`src/rtl/uart_rx_param.sv`:
```
// uart_rx_param: oversampling UART receiver with valid/ready output and sticky errors; parity bit compiled in by `UART_RX_PARITY_EN.
// Latency: rx_valid rises one cycle after the stop-bit sample point.
// Backpressure: a character finishing while rx_data is unconsumed (and rx_ready low) is dropped and flags overrun.
module uart_rx_param #(
  parameter int CLKS_PER_BIT = 868,
  parameter int DATA_BITS    = 8,
  parameter int PARITY_ODD   = 0
) (
  input  logic                 clk,
  input  logic                 reset,
  input  logic                 serialIn,
  input  logic                 rx_ready,
  input  logic                 err_clear,
  output logic [DATA_BITS-1:0] rx_data,
  output logic                 rx_valid,
  output logic                 frame_err,
  output logic                 parity_err,
  output logic [2:0]           err
);

`ifdef UART_RX_PARITY_EN
  localparam logic PAR_EN = 1'b1;
`else
  localparam logic PAR_EN = 1'b0;
`endif

  localparam logic [11:0] HALF_LOAD = 12'(CLKS_PER_BIT / 2 - 1);
  localparam logic [11:0] BIT_LOAD  = 12'(CLKS_PER_BIT - 1);
  localparam logic [3:0]  LAST_BIT  = 4'(DATA_BITS - 1);
  localparam logic        PAR_SENSE = (PARITY_ODD != 0);

  typedef enum logic [2:0] {IDLE, START, DATA, PARITY, STOP} state_t;

  state_t               state, state_nxt;
  logic                 rx_meta, rx_s;
  logic [11:0]          timer, timer_nxt;
  logic [3:0]           bit_cnt, bit_cnt_nxt;
  logic [DATA_BITS-1:0] shreg, shreg_nxt;
  logic                 par_bit, par_bit_nxt;
  logic                 commit, load, mismatch;
  logic [DATA_BITS-1:0] rx_data_nxt;
  logic                 rx_valid_nxt, frame_err_nxt, parity_err_nxt;
  logic [2:0]           err_nxt;

  // Synchroniser idles high so reset never looks like a start bit.
  always_ff @(posedge clk) begin
    if (reset) begin
      rx_meta <= 1'b1;
      rx_s    <= 1'b1;
    end else begin
      rx_meta <= serialIn;
      rx_s    <= rx_meta;
    end
  end

  always_ff @(posedge clk) begin
    if (reset) begin
      state      <= IDLE;
      timer      <= '0;
      bit_cnt    <= '0;
      shreg      <= '0;
      par_bit    <= 1'b0;
      rx_data    <= '0;
      rx_valid   <= 1'b0;
      frame_err  <= 1'b0;
      parity_err <= 1'b0;
      err        <= '0;
    end else begin
      state      <= state_nxt;
      timer      <= timer_nxt;
      bit_cnt    <= bit_cnt_nxt;
      shreg      <= shreg_nxt;
      par_bit    <= par_bit_nxt;
      rx_data    <= rx_data_nxt;
      rx_valid   <= rx_valid_nxt;
      frame_err  <= frame_err_nxt;
      parity_err <= parity_err_nxt;
      err        <= err_nxt;
    end
  end

  always_comb begin
    state_nxt   = state;
    timer_nxt   = timer;
    bit_cnt_nxt = bit_cnt;
    shreg_nxt   = shreg;
    par_bit_nxt = par_bit;
    commit      = 1'b0;
    if (state != IDLE && timer != 12'd0)
      timer_nxt = timer - 12'd1;
    case (state)
      IDLE: begin
        if (!rx_s) begin
          timer_nxt = HALF_LOAD;
          state_nxt = START;
        end
      end
      START: begin
        if (timer == 12'd0) begin
          if (rx_s) begin
            state_nxt = IDLE;
          end else begin
            timer_nxt   = BIT_LOAD;
            bit_cnt_nxt = 4'd0;
            state_nxt   = DATA;
          end
        end
      end
      DATA: begin
        if (timer == 12'd0) begin
          shreg_nxt   = {rx_s, shreg[DATA_BITS-1:1]};
          timer_nxt   = BIT_LOAD;
          bit_cnt_nxt = bit_cnt + 4'd1;
          if (bit_cnt == LAST_BIT)
            state_nxt = PAR_EN ? PARITY : STOP;
        end
      end
      PARITY: begin
        if (timer == 12'd0) begin
          par_bit_nxt = rx_s;
          timer_nxt   = BIT_LOAD;
          state_nxt   = STOP;
        end
      end
      STOP: begin
        if (timer == 12'd0) begin
          commit    = 1'b1;
          state_nxt = IDLE;
        end
      end
      default: state_nxt = IDLE;
    endcase
  end

  // Commit: rx_s is the stop-bit sample in this cycle; shreg holds the full character.
  always_comb begin
    mismatch       = PAR_EN & (par_bit ^ (^shreg) ^ PAR_SENSE);
    load           = commit & (~rx_valid | rx_ready);
    rx_data_nxt    = rx_data;
    rx_valid_nxt   = rx_valid;
    frame_err_nxt  = frame_err;
    parity_err_nxt = parity_err;
    err_nxt        = err_clear ? 3'b000 : err;
    if (load) begin
      rx_data_nxt    = shreg;
      rx_valid_nxt   = 1'b1;
      frame_err_nxt  = ~rx_s;
      parity_err_nxt = mismatch;
    end else if (rx_valid && rx_ready) begin
      rx_valid_nxt = 1'b0;
    end
    if (commit)
      err_nxt = err_nxt | {~load, mismatch, ~rx_s};
  end

endmodule

```
`config.mk`:
```
export PLATFORM = sky130hd
export DESIGN_NAME = uart_rx_param
export DESIGN_NICKNAME = d
export VERILOG_FILES = /design/src/rtl/uart_rx_param.sv
export SDC_FILE = /design/constraint.sdc
export NUM_CORES = 1
export LEC_CHECK = 0
export CAP_MARGIN = 40
export CORE_UTILIZATION = 56
export CTS_CLUSTER_SIZE = 30
export DETAILED_ROUTE_END_ITERATION = 16
export GPL_ROUTABILITY_DRIVEN = 1
export PLACE_DENSITY = 0.78
export REMOVE_ABC_BUFFERS = 1
export SETUP_SLACK_MARGIN = 0.2
export SYNTH_ARGS = -nofsm -noshare
export SYNTH_HDL_FRONTEND = slang
export SYNTH_SLANG_ARGS = --single-unit
```
`constraint.sdc`:
```
create_clock -name clk -period 2.2 [get_ports clk]
set_input_delay 0.22 -clock clk [delete_from_list [all_inputs] [get_ports clk]]
set_output_delay 0.22 -clock clk [all_outputs]
set_load 0.005 [all_outputs]
```
==> flow_summary.ini, run 1 <==
[status]
outcome = finished clean

[sta]
hold_vio_cnt_final = 0
totalNegativeSetupSlack_ns = 0
maxSlewHeadroom = 0.665
finalWorstPathRequiredPeriod_ns = 1.93
setup_slack_ns = 0.266
fmaxAchievable_mhz = 517
max_slew.worst_pin.slew_ns = 0.501
setup_repair_after_global_routing_missed_its_margin = true
setup_viols_final = 0
clock_skew_ns = 0.0121
fin_crit_share = 0.879
timing.final.max_slew_violations = 0

[clock_tree]
clock_latency_ns = 0.36
tritoncts = done
htree_num_levels = 2
cts.root.buffer_cell = sky130_fd_sc_hd__clkbuf_4
number_of_clock_sinks_seen_by_cts = 41
postCtsHoldBufs = 0
number_of_buffers_on_the_longest_clock_path = 2
cts_buffers = 5
path_clk_slew_ns = 0.12

[pwr]
power_per_cell_area_nw_per_um2 = 727
vdd_ir_drop_max_mv = 0.391
leakagePower_nw = 0.799
p_total_mw = 1.70

[synth]
synthArstFlopShare = 0
multiplexer_share_of_the_synthesized_area = 0.0507
synth_area_per_inst_um2 = 8.73
synth.cell_area_um2 = 1970
synth_compound_area_frac = 0.171
synth-xor-area-share = 0.00444
synth_top_family_by_area = simple AND/OR/NAND/NOR gates
ys_seq_elements = 41
synth_enable_flop_cells = 0
synth_simple_gate_area_frac = 0.287
netlist-cell-type-count = 44
ys.warnings.count = 0
synth-seq-area-share = 0.416
synth_adder_area_share = 0.0190
yosys_most_used_dff = sky130_fd_sc_hd__dfxtp_1
postSynthCellCount = 226

[floorplan]
placeableCoreArea_um2 = 3360
die_width_um = 61.4
io_pins = 19
chipHeight_um = 61.4
floorplan.initialDensity = 0.587
std_cell_rows = 21
fp.dieArea_um2 = 3770

[critical_path]
critical_path_buf_inv_count = 2
arrival_ns = 2.22
category_of_the_critical_setup_timing_path = reg2reg
critPathMaxFanout = 5
cp_top_family = simple AND/OR/NAND/NOR gates
critical_path_required_ns = 2.48
crit_path_top_delay_cell = sky130_fd_sc_hd__or4b_1
path_cells = inv_1, ha_1, nor3b_4, buf_4, nand4_4, or4b_1, a21oi_1
cpPeakStageDelay_ns = 0.49
worstSetupEndpointType = flop
crit_path_start_kind = flop

[detailed_routing]
wire_per_inst_um = 13.7
dr_total_vias = 1713
route.detailed.vias_per_inst = 5.75
pre_antenna_drt_iters = 4
route.antenna.remaining_nets = 0
route.detailed.drc = 0
drt_iter0_markers = 90
finalWirelength_mm = 4.09

[grt]
antenna_found_initial = 0
grt_pass1_wl_mm = 6.16
groute.usage.overall = 0.227
via_count_of_the_first_global_routing_pass = 1345
grt_overflow = 0
grt_max_degree = 30

[finish]
drive_gt1_frac = 0.151
layout_commonest_cell = sky130_fd_sc_hd__dfxtp_1
final_core_util = 0.694
nFillCells = 290
num-nets-final = 260
most-common-layout-cells = 41 x sky130_fd_sc_hd__dfxtp_1, 31 x sky130_fd_sc_hd__nand2_1, 23 x sky130_fd_sc_hd__a21oi_1
antenna_cells_inserted = 0
syn2layout_area_growth_pct = 18.3
design_area_um2 = 2330

[flow_run]
max-cap-violations = 0

[placed_design]
port_buffers = 16
dpl.hpwl_mm = 2.79
placement.cell_area_um2 = 2210
global_placer_s_final_weighted_congestion = 0.752
post-place-ws_ns = 0.0826

[min_path]
worstHoldPathType = reg2reg
==> final timing paths <==
| check | start | endpoint | slack [ns] | cells after the start |
|---|---|---|---|---|
| setup / recovery | timer[0]$_SDFF_PP0_ | bit_cnt[2]$_SDFFE_PP0P_ | 0.27 | 7 |
| hold / removal | rx_meta$_SDFF_PP1_ | rx_s$_SDFF_PP1_ | 0.42 | 1 |
| setup reg to reg | timer[0]$_SDFF_PP0_ | bit_cnt[2]$_SDFFE_PP0P_ | 0.27 | 7 |
| hold reg to reg | rx_meta$_SDFF_PP1_ | rx_s$_SDFF_PP1_ | 0.42 | 1 |
==> what timing repair did <==
item                       4_1_cts  5_1_grt
setup buffers                    0        5
resized for setup                3        0
gates cloned                     0        0
setup endpoints to repair       16       13
pin swaps                        0        2
==> logic make-up (layout without fill, tap and decap cells) <==
logic type | count (synthesis) | in the layout
fa+ha+maj | 3 | 3
compound gates | 54 | 54
mux | 10 | 10
buf+inv | 23 | 48
flops | 41 | 41
simple gates | 93 | 93
other cells | 1 | 2
xor+xnor | 1 | 1
==> synth_stat cells (3+ instances only) <==
cell type	instances	area, µm²
sky130_fd_sc_hd__dfxtp_1	41	821
sky130_fd_sc_hd__or4_1	7	52.6
sky130_fd_sc_hd__a31oi_1	6	37.5
sky130_fd_sc_hd__buf_2	3	15.0
sky130_fd_sc_hd__nor2_1	8	30.0
sky130_fd_sc_hd__inv_1	10	37.5
sky130_fd_sc_hd__mux2i_1	10	100
sky130_fd_sc_hd__nand4_1	3	18.8
sky130_fd_sc_hd__nand3_1	14	70.1
sky130_fd_sc_hd__nand2_1	31	116
sky130_fd_sc_hd__o31ai_1	5	37.5
sky130_fd_sc_hd__or3_1	7	43.8
sky130_fd_sc_hd__a21oi_1	23	115
sky130_fd_sc_hd__clkbuf_1	7	26.3
sky130_fd_sc_hd__ha_1	3	37.5
sky130_fd_sc_hd__o21ai_0	8	40.0
sky130_fd_sc_hd__or2_2	6	37.5
==> state kept, by name, summed over array words and instances, names as in the netlist <==
signal,cells
rx_meta,1
bit_cnt,4
shreg,8
state,3
rx_s,1
rx_data,8
rx_valid,1
timer,12
err,2
frame_err,1
==> cell type report <==
class | count | area [µm²] | share of cell area
Multi-Input combinational cell | 163 | 1070 | 0.460
Sequential cell | 41 | 821 | 0.352
Timing Repair Buffer | 31 | 273 | 0.117
Tap cell | 46 | 57.6 | 0.0247
Clock buffer | 5 | 37.5 | 0.0161
Inverter | 10 | 37.5 | 0.0161
Clock inverter | 2 | 35.0 | 0.0150
==> through the flow <==
stage	hold slack (ns)	cells
finish	0.424	298
global route	0.430	298
CTS	0.410	293
detailed placement	0.402	286
global placement	0.391	286
floorplan	0.289	214
==> routing by layer <==
layer / global-route usage / vias up / part of all wire
met3: 0.0630 / 5 / 0.042
li1: - / 872 / -
met4: 0.0762 / 0 / 0.014
met5: 0 / - / 0
met2: 0.365 / 32 / 0.47
met1: 0.295 / 804 / 0.47
==> power breakdown <==
| group | internal, mW | total [mW] | switching [mW] |
|---|---|---|---|
| Sequential | 0.763 | 0.792 | 0.0288 |
| Clock | 0.231 | 0.473 | 0.242 |
| Combinational | 0.187 | 0.431 | 0.243 |
| Total | 1.18 | 1.70 | 0.514 |
(Power assumes the default switching activity.)
==> inputs of run 2 (changes only) <==
CORE_UTILIZATION = 46   (was 56)
PLACE_DENSITY = 0.66   (was 0.78)
==> run 2 against run 1 <==
Compared with the run above: hold slack worse by 0.0086 ns; flip-flop and latch count unchanged; critical path depth is 1 lower; clock skew is 0.0036 ns lower; combinational power rose by 3%; cell count grew 2.0%; worst setup slack worse by 0.0033 ns; register-to-register slack is essentially flat.
==> flow_summary.ini, run 2 (synthesis results as in run 1) <==
[floorplan]
std_cell_rows = 23
io_pins = 19
chipHeight_um = 67.5
floorplan.initialDensity = 0.486
die_width_um = 67.5
fp.dieArea_um2 = 4560
placeableCoreArea_um2 = 4060

[flow_run]
max-cap-violations = 0

[sta]
setup_slack_ns = 0.263
setup_repair_after_global_routing_missed_its_margin = true
max_slew.worst_pin.slew_ns = 0.508
finalWorstPathRequiredPeriod_ns = 1.94
fmaxAchievable_mhz = 516
hold_vio_cnt_final = 0
fin_crit_share = 0.880
totalNegativeSetupSlack_ns = 0
maxSlewHeadroom = 0.661
setup_viols_final = 0
timing.final.max_slew_violations = 0
clock_skew_ns = 0.00851

[grt]
grt_pass1_wl_mm = 7.19
groute.usage.overall = 0.211
antenna_found_initial = 0
via_count_of_the_first_global_routing_pass = 1521
grt_max_degree = 21
grt_overflow = 0

[finish]
multi_input_gate_area_in_the_final_layout_um2 = 1080
largest_register_ffs = 12
num-nets-final = 262
ff_latch_area_um2 = 821
antenna_cells_inserted = 0
design_area_um2 = 2380
most-common-layout-cells = 41 x sky130_fd_sc_hd__dfxtp_1, 31 x sky130_fd_sc_hd__nand2_1, 23 x sky130_fd_sc_hd__a21oi_1
largest-register = timer
syn2layout_area_growth_pct = 20.6
drive_gt1_frac = 0.161
nFillCells = 362
largest_registers_ranked_by_flip_flop_count = timer (12), rx_data (8), shreg (8)
layout_commonest_cell = sky130_fd_sc_hd__dfxtp_1

[detailed_routing]
finalWirelength_mm = 4.37
pre_antenna_drt_iters = 4
wire_per_inst_um = 14.4
dr_total_vias = 1703
route.detailed.vias_per_inst = 5.60
drt_iter0_markers = 111
route.antenna.remaining_nets = 0
route.detailed.drc = 0

[placed_design]
global_placer_s_final_weighted_congestion = 0.805
placement.cell_area_um2 = 2240
port_buffers = 16
dpl.hpwl_mm = 2.94
post-place-ws_ns = 0.140

[pwr]
power_per_cell_area_nw_per_um2 = 731
vdd_ir_drop_max_mv = 0.414
leakagePower_nw = 0.811

[min_path]
worstHoldPathType = reg2reg

[clock_tree]
cts_buffers = 5
htree_num_levels = 2
cts.root.buffer_cell = sky130_fd_sc_hd__clkbuf_8
clock_latency_ns = 0.29
tritoncts = done
number_of_clock_sinks_seen_by_cts = 41
number_of_buffers_on_the_longest_clock_path = 2
path_clk_slew_ns = 0.08

[critical_path]
crit_path_start_kind = flop
arrival_ns = 2.16
critPathMaxFanout = 9
critical_path_required_ns = 2.43
category_of_the_critical_setup_timing_path = reg2reg
worstSetupEndpointType = flop

[status]
outcome = finished clean
## run 2: layer usage
metal  share of wire  vias to the layer above  GRT usage
met2            0.45                       33      0.308
met4          0.0062                        0     0.0691
met1            0.51                      793      0.296
met3           0.035                        2     0.0591
li1                -                      875          -
met5               0                        -          0
## run 2: repair_timing
action,in CTS,in global routing
setup endpoints to repair,13,27
pin swaps,0,2
resized for setup,1,4
hold buffers,0,0
buffers inserted,0,4
## run 2: final cells by class
class	count	area share
multi-input cells	163	0.453
flip-flops and latches	41	0.345
repair buffers	33	0.123
clock buffers	6	0.0347
well taps	50	0.0263
inverters	10	0.0158
clock inverters	1	0.00315
## run 2: through the flow
stage | cells | util | total power, mW | hold WS (ns)
final | 304 | 0.586 | 1.74 | 0.415
after global routing | 304 | 0.586 | 1.82 | 0.454
after CTS | 300 | 0.575 | 1.68 | 0.420
after detailed placement | 293 | 0.551 | 1.18 | 0.405
after global placement | 293 | 0.551 | 1.17 | 0.399
after floorplan | 214 | - | 1.04 | 0.289
## run 2: critical path, cell delays in order, from the launching register on
cell	delay (ns)
sky130_fd_sc_hd__dfxtp_1	0.31
sky130_fd_sc_hd__inv_1	0.11
sky130_fd_sc_hd__ha_1	0.19
sky130_fd_sc_hd__nor3b_4	0.37
sky130_fd_sc_hd__nand3_4	0.19
sky130_fd_sc_hd__or4_1	0.55
sky130_fd_sc_hd__a21oi_1	0.16
## run 2: final timing paths
kind         slack, ns  cells past startpoint                       to           startpoint
max               0.26                      6  bit_cnt[3]$_SDFFE_PP0P_  timer[0]$_SDFF_PP0_
min               0.42                      1          rx_s$_SDFF_PP1_   rx_meta$_SDFF_PP1_
max reg2reg       0.26                      6  bit_cnt[3]$_SDFFE_PP0P_  timer[0]$_SDFF_PP0_
min reg2reg       0.42                      1          rx_s$_SDFF_PP1_   rx_meta$_SDFF_PP1_
## run 2: where the power goes
part	internal [mW]	switching (mW)
Combinational	0.192	0.252
Clock	0.248	0.255
Sequential	0.763	0.0306
==> inputs of run 3 (changes only) <==
--- a/config.mk
+++ b/config.mk
@@ -15,2 +15,3 @@
 export SETUP_SLACK_MARGIN = 0.2
+export SLEW_MARGIN = 10
 export SYNTH_ARGS = -nofsm -noshare
--- a/constraint.sdc
+++ b/constraint.sdc
@@ -3,2 +3,2 @@
 set_output_delay 0.22 -clock clk [all_outputs]
-set_load 0.005 [all_outputs]
+set_load 0.1 [all_outputs]
==> run 3 against run 2 <==
Compared with the run above: register-to-register slack hardly changed; die area unchanged; global-route usage decreased by 0.78 points; wire length is 3.0% lower; sequential share of layout area increased by 0.95 points; highest routed layer unchanged; flip-flop and latch count stayed put.
==> flow_summary.ini, run 3 (synthesis results as in run 1) <==
[status]
outcome = finished clean

[clock_tree]
cts_buffers = 5
number_of_clock_sinks_seen_by_cts = 41
clock_latency_ns = 0.29
postCtsHoldBufs = 0
path_clk_slew_ns = 0.08
cts.root.buffer_cell = sky130_fd_sc_hd__clkbuf_8
htree_num_levels = 2
tritoncts = done
number_of_buffers_on_the_longest_clock_path = 2

[critical_path]
cpPeakStageDelay_ns = 0.55
crit_path_start_kind = flop
arrival_ns = 2.17
category_of_the_critical_setup_timing_path = reg2reg
reg2reg_setup_slack_ns = 0.25
worstSetupEndpointType = flop
critPathMaxFanout = 11
critical_path_required_ns = 2.42
crit_path_top_delay_cell = sky130_fd_sc_hd__or4_1
path_cells = inv_1, ha_1, nor3b_4, nand3_4, or4_1, a21oi_1

[floorplan]
std_cell_rows = 23
die_width_um = 67.5
chipHeight_um = 67.5
placeableCoreArea_um2 = 4060
floorplan.initialDensity = 0.486
fp.dieArea_um2 = 4560
io_pins = 19

[finish]
layout_commonest_cell = sky130_fd_sc_hd__dfxtp_1
syn2layout_area_growth_pct = 17.4
drive_gt1_frac = 0.196
final_cells = 300
nFillCells = 377
largest_register_ffs = 12
antenna_cells_inserted = 0
largest_registers_ranked_by_flip_flop_count = timer (12), rx_data (8), shreg (8)
most-common-layout-cells = 41 x sky130_fd_sc_hd__dfxtp_1, 31 x sky130_fd_sc_hd__nand2_1, 25 x sky130_fd_sc_hd__buf_4
multi_input_gate_area_in_the_final_layout_um2 = 1080
design_area_um2 = 2320
num-nets-final = 258
final_core_util = 0.571
ff_latch_area_um2 = 821
largest-register = timer

[placed_design]
placement.cell_area_um2 = 2190
global_placer_s_final_weighted_congestion = 0.862
port_buffers = 16
dpl.hpwl_mm = 2.92
dpl.cell_count = 291

[sta]
totalNegativeSetupSlack_ns = 0
setup_repair_after_global_routing_missed_its_margin = true
setup_viols_final = 0
hold_vio_cnt_final = 0
fin_crit_share = 0.886
timing.final.max_slew_violations = 0
finalWorstPathRequiredPeriod_ns = 1.95
fmaxAchievable_mhz = 513
clock_skew_ns = 0.00608

[grt]
grt_max_degree = 21
antenna_found_initial = 0
grt_overflow = 0
groute.usage.overall = 0.204
grt_pass1_wl_mm = 6.89
via_count_of_the_first_global_routing_pass = 1453

[pwr]
leakagePower_nw = 0.818
vdd_ir_drop_max_mv = 0.356
power_per_cell_area_nw_per_um2 = 739

[detailed_routing]
dr_total_vias = 1704
route.antenna.remaining_nets = 0
pre_antenna_drt_iters = 4
route.detailed.vias_per_inst = 5.68
route.detailed.drc = 0
drt_iter0_markers = 136
finalWirelength_mm = 4.24
wire_per_inst_um = 14.1

[min_path]
worstHoldPathType = reg2reg

[flow_run]
max-cap-violations = 0
-- run 3: cell types whose count changed in the layout (fill, tap and decap cells not counted) --
cell,change
sky130_fd_sc_hd__a21boi_0,-1
sky130_fd_sc_hd__clkdlybuf4s50_1,-12
sky130_fd_sc_hd__buf_6,-1
sky130_fd_sc_hd__a21boi_1,+1
sky130_fd_sc_hd__buf_4,+9
-- run 3: worst max-delay path: cells and delay by family, from the launching register on --
family	cells	cell delay, ns
flip-flops	1	0.31
adder cells (fa/ha/maj)	1	0.21
buffers and inverters	1	0.11
AND/OR/NAND/NOR	3	1.12
AO/OA/AOI/OAI	1	0.13
-- run 3: report_power, final --
part / internal, mW / switching, mW / total (mW)
sequential: 0.763 / 0.0303 / 0.793
clock: 0.248 / 0.260 / 0.508
combinational: 0.155 / 0.256 / 0.411
total: 1.17 / 0.546 / 1.71
-- run 3: worst paths after layout --
| path | from | to | cells past startpoint |
|---|---|---|---|
| worst max-delay path | timer[0]$_SDFF_PP0_ | frame_err$_SDFFE_PP0P_ | 6 |
| worst min-delay path | rx_meta$_SDFF_PP1_ | rx_s$_SDFF_PP1_ | 1 |
| worst max register to register | timer[0]$_SDFF_PP0_ | frame_err$_SDFFE_PP0P_ | 6 |
| worst min register to register | rx_meta$_SDFF_PP1_ | rx_s$_SDFF_PP1_ | 1 |
-- run 3: repair_timing --
item                                    CTS  global route
endpoints found under the setup margin   14            26
pin swaps                                 0             2
buffers inserted                          0             2
gates resized for setup                   1             4
-- run 3: through the flow --
| step | setup WS, ns | power, mW | hold slack, ns |
|---|---|---|---|
| 2_1_floorplan | 0.291 | 1.05 | 0.289 |
| 3_3_place_gp | 0.213 | 1.17 | 0.396 |
| 3_5_place_dp | 0.153 | 1.17 | 0.405 |
| 4_1_cts | 0.207 | 1.68 | 0.418 |
| 5_1_grt | 0.145 | 1.78 | 0.448 |
| 6_report | 0.250 | 1.71 | 0.416 |
-- run 3: final cells by class --
cell class / instances / area share
Clock inverter: 1 / 0.00324
Multi-Input combinational cell: 163 / 0.465
Sequential cell: 41 / 0.354
Clock buffer: 6 / 0.0357
Inverter: 10 / 0.0162
Tap cell: 50 / 0.0270
Timing Repair Buffer: 29 / 0.0983
-- run 3: layer usage --
| metal | global-route usage | wire [µm] | share of wire |
|---|---|---|---|
| met1 | 0.293 | 2220 | 0.52 |
| met2 | 0.293 | 1840 | 0.43 |
| met3 | 0.0608 | 164 | 0.039 |
| met4 | 0.0479 | 14 | 0.0033 |
| met5 | 0 | 0 | 0 |
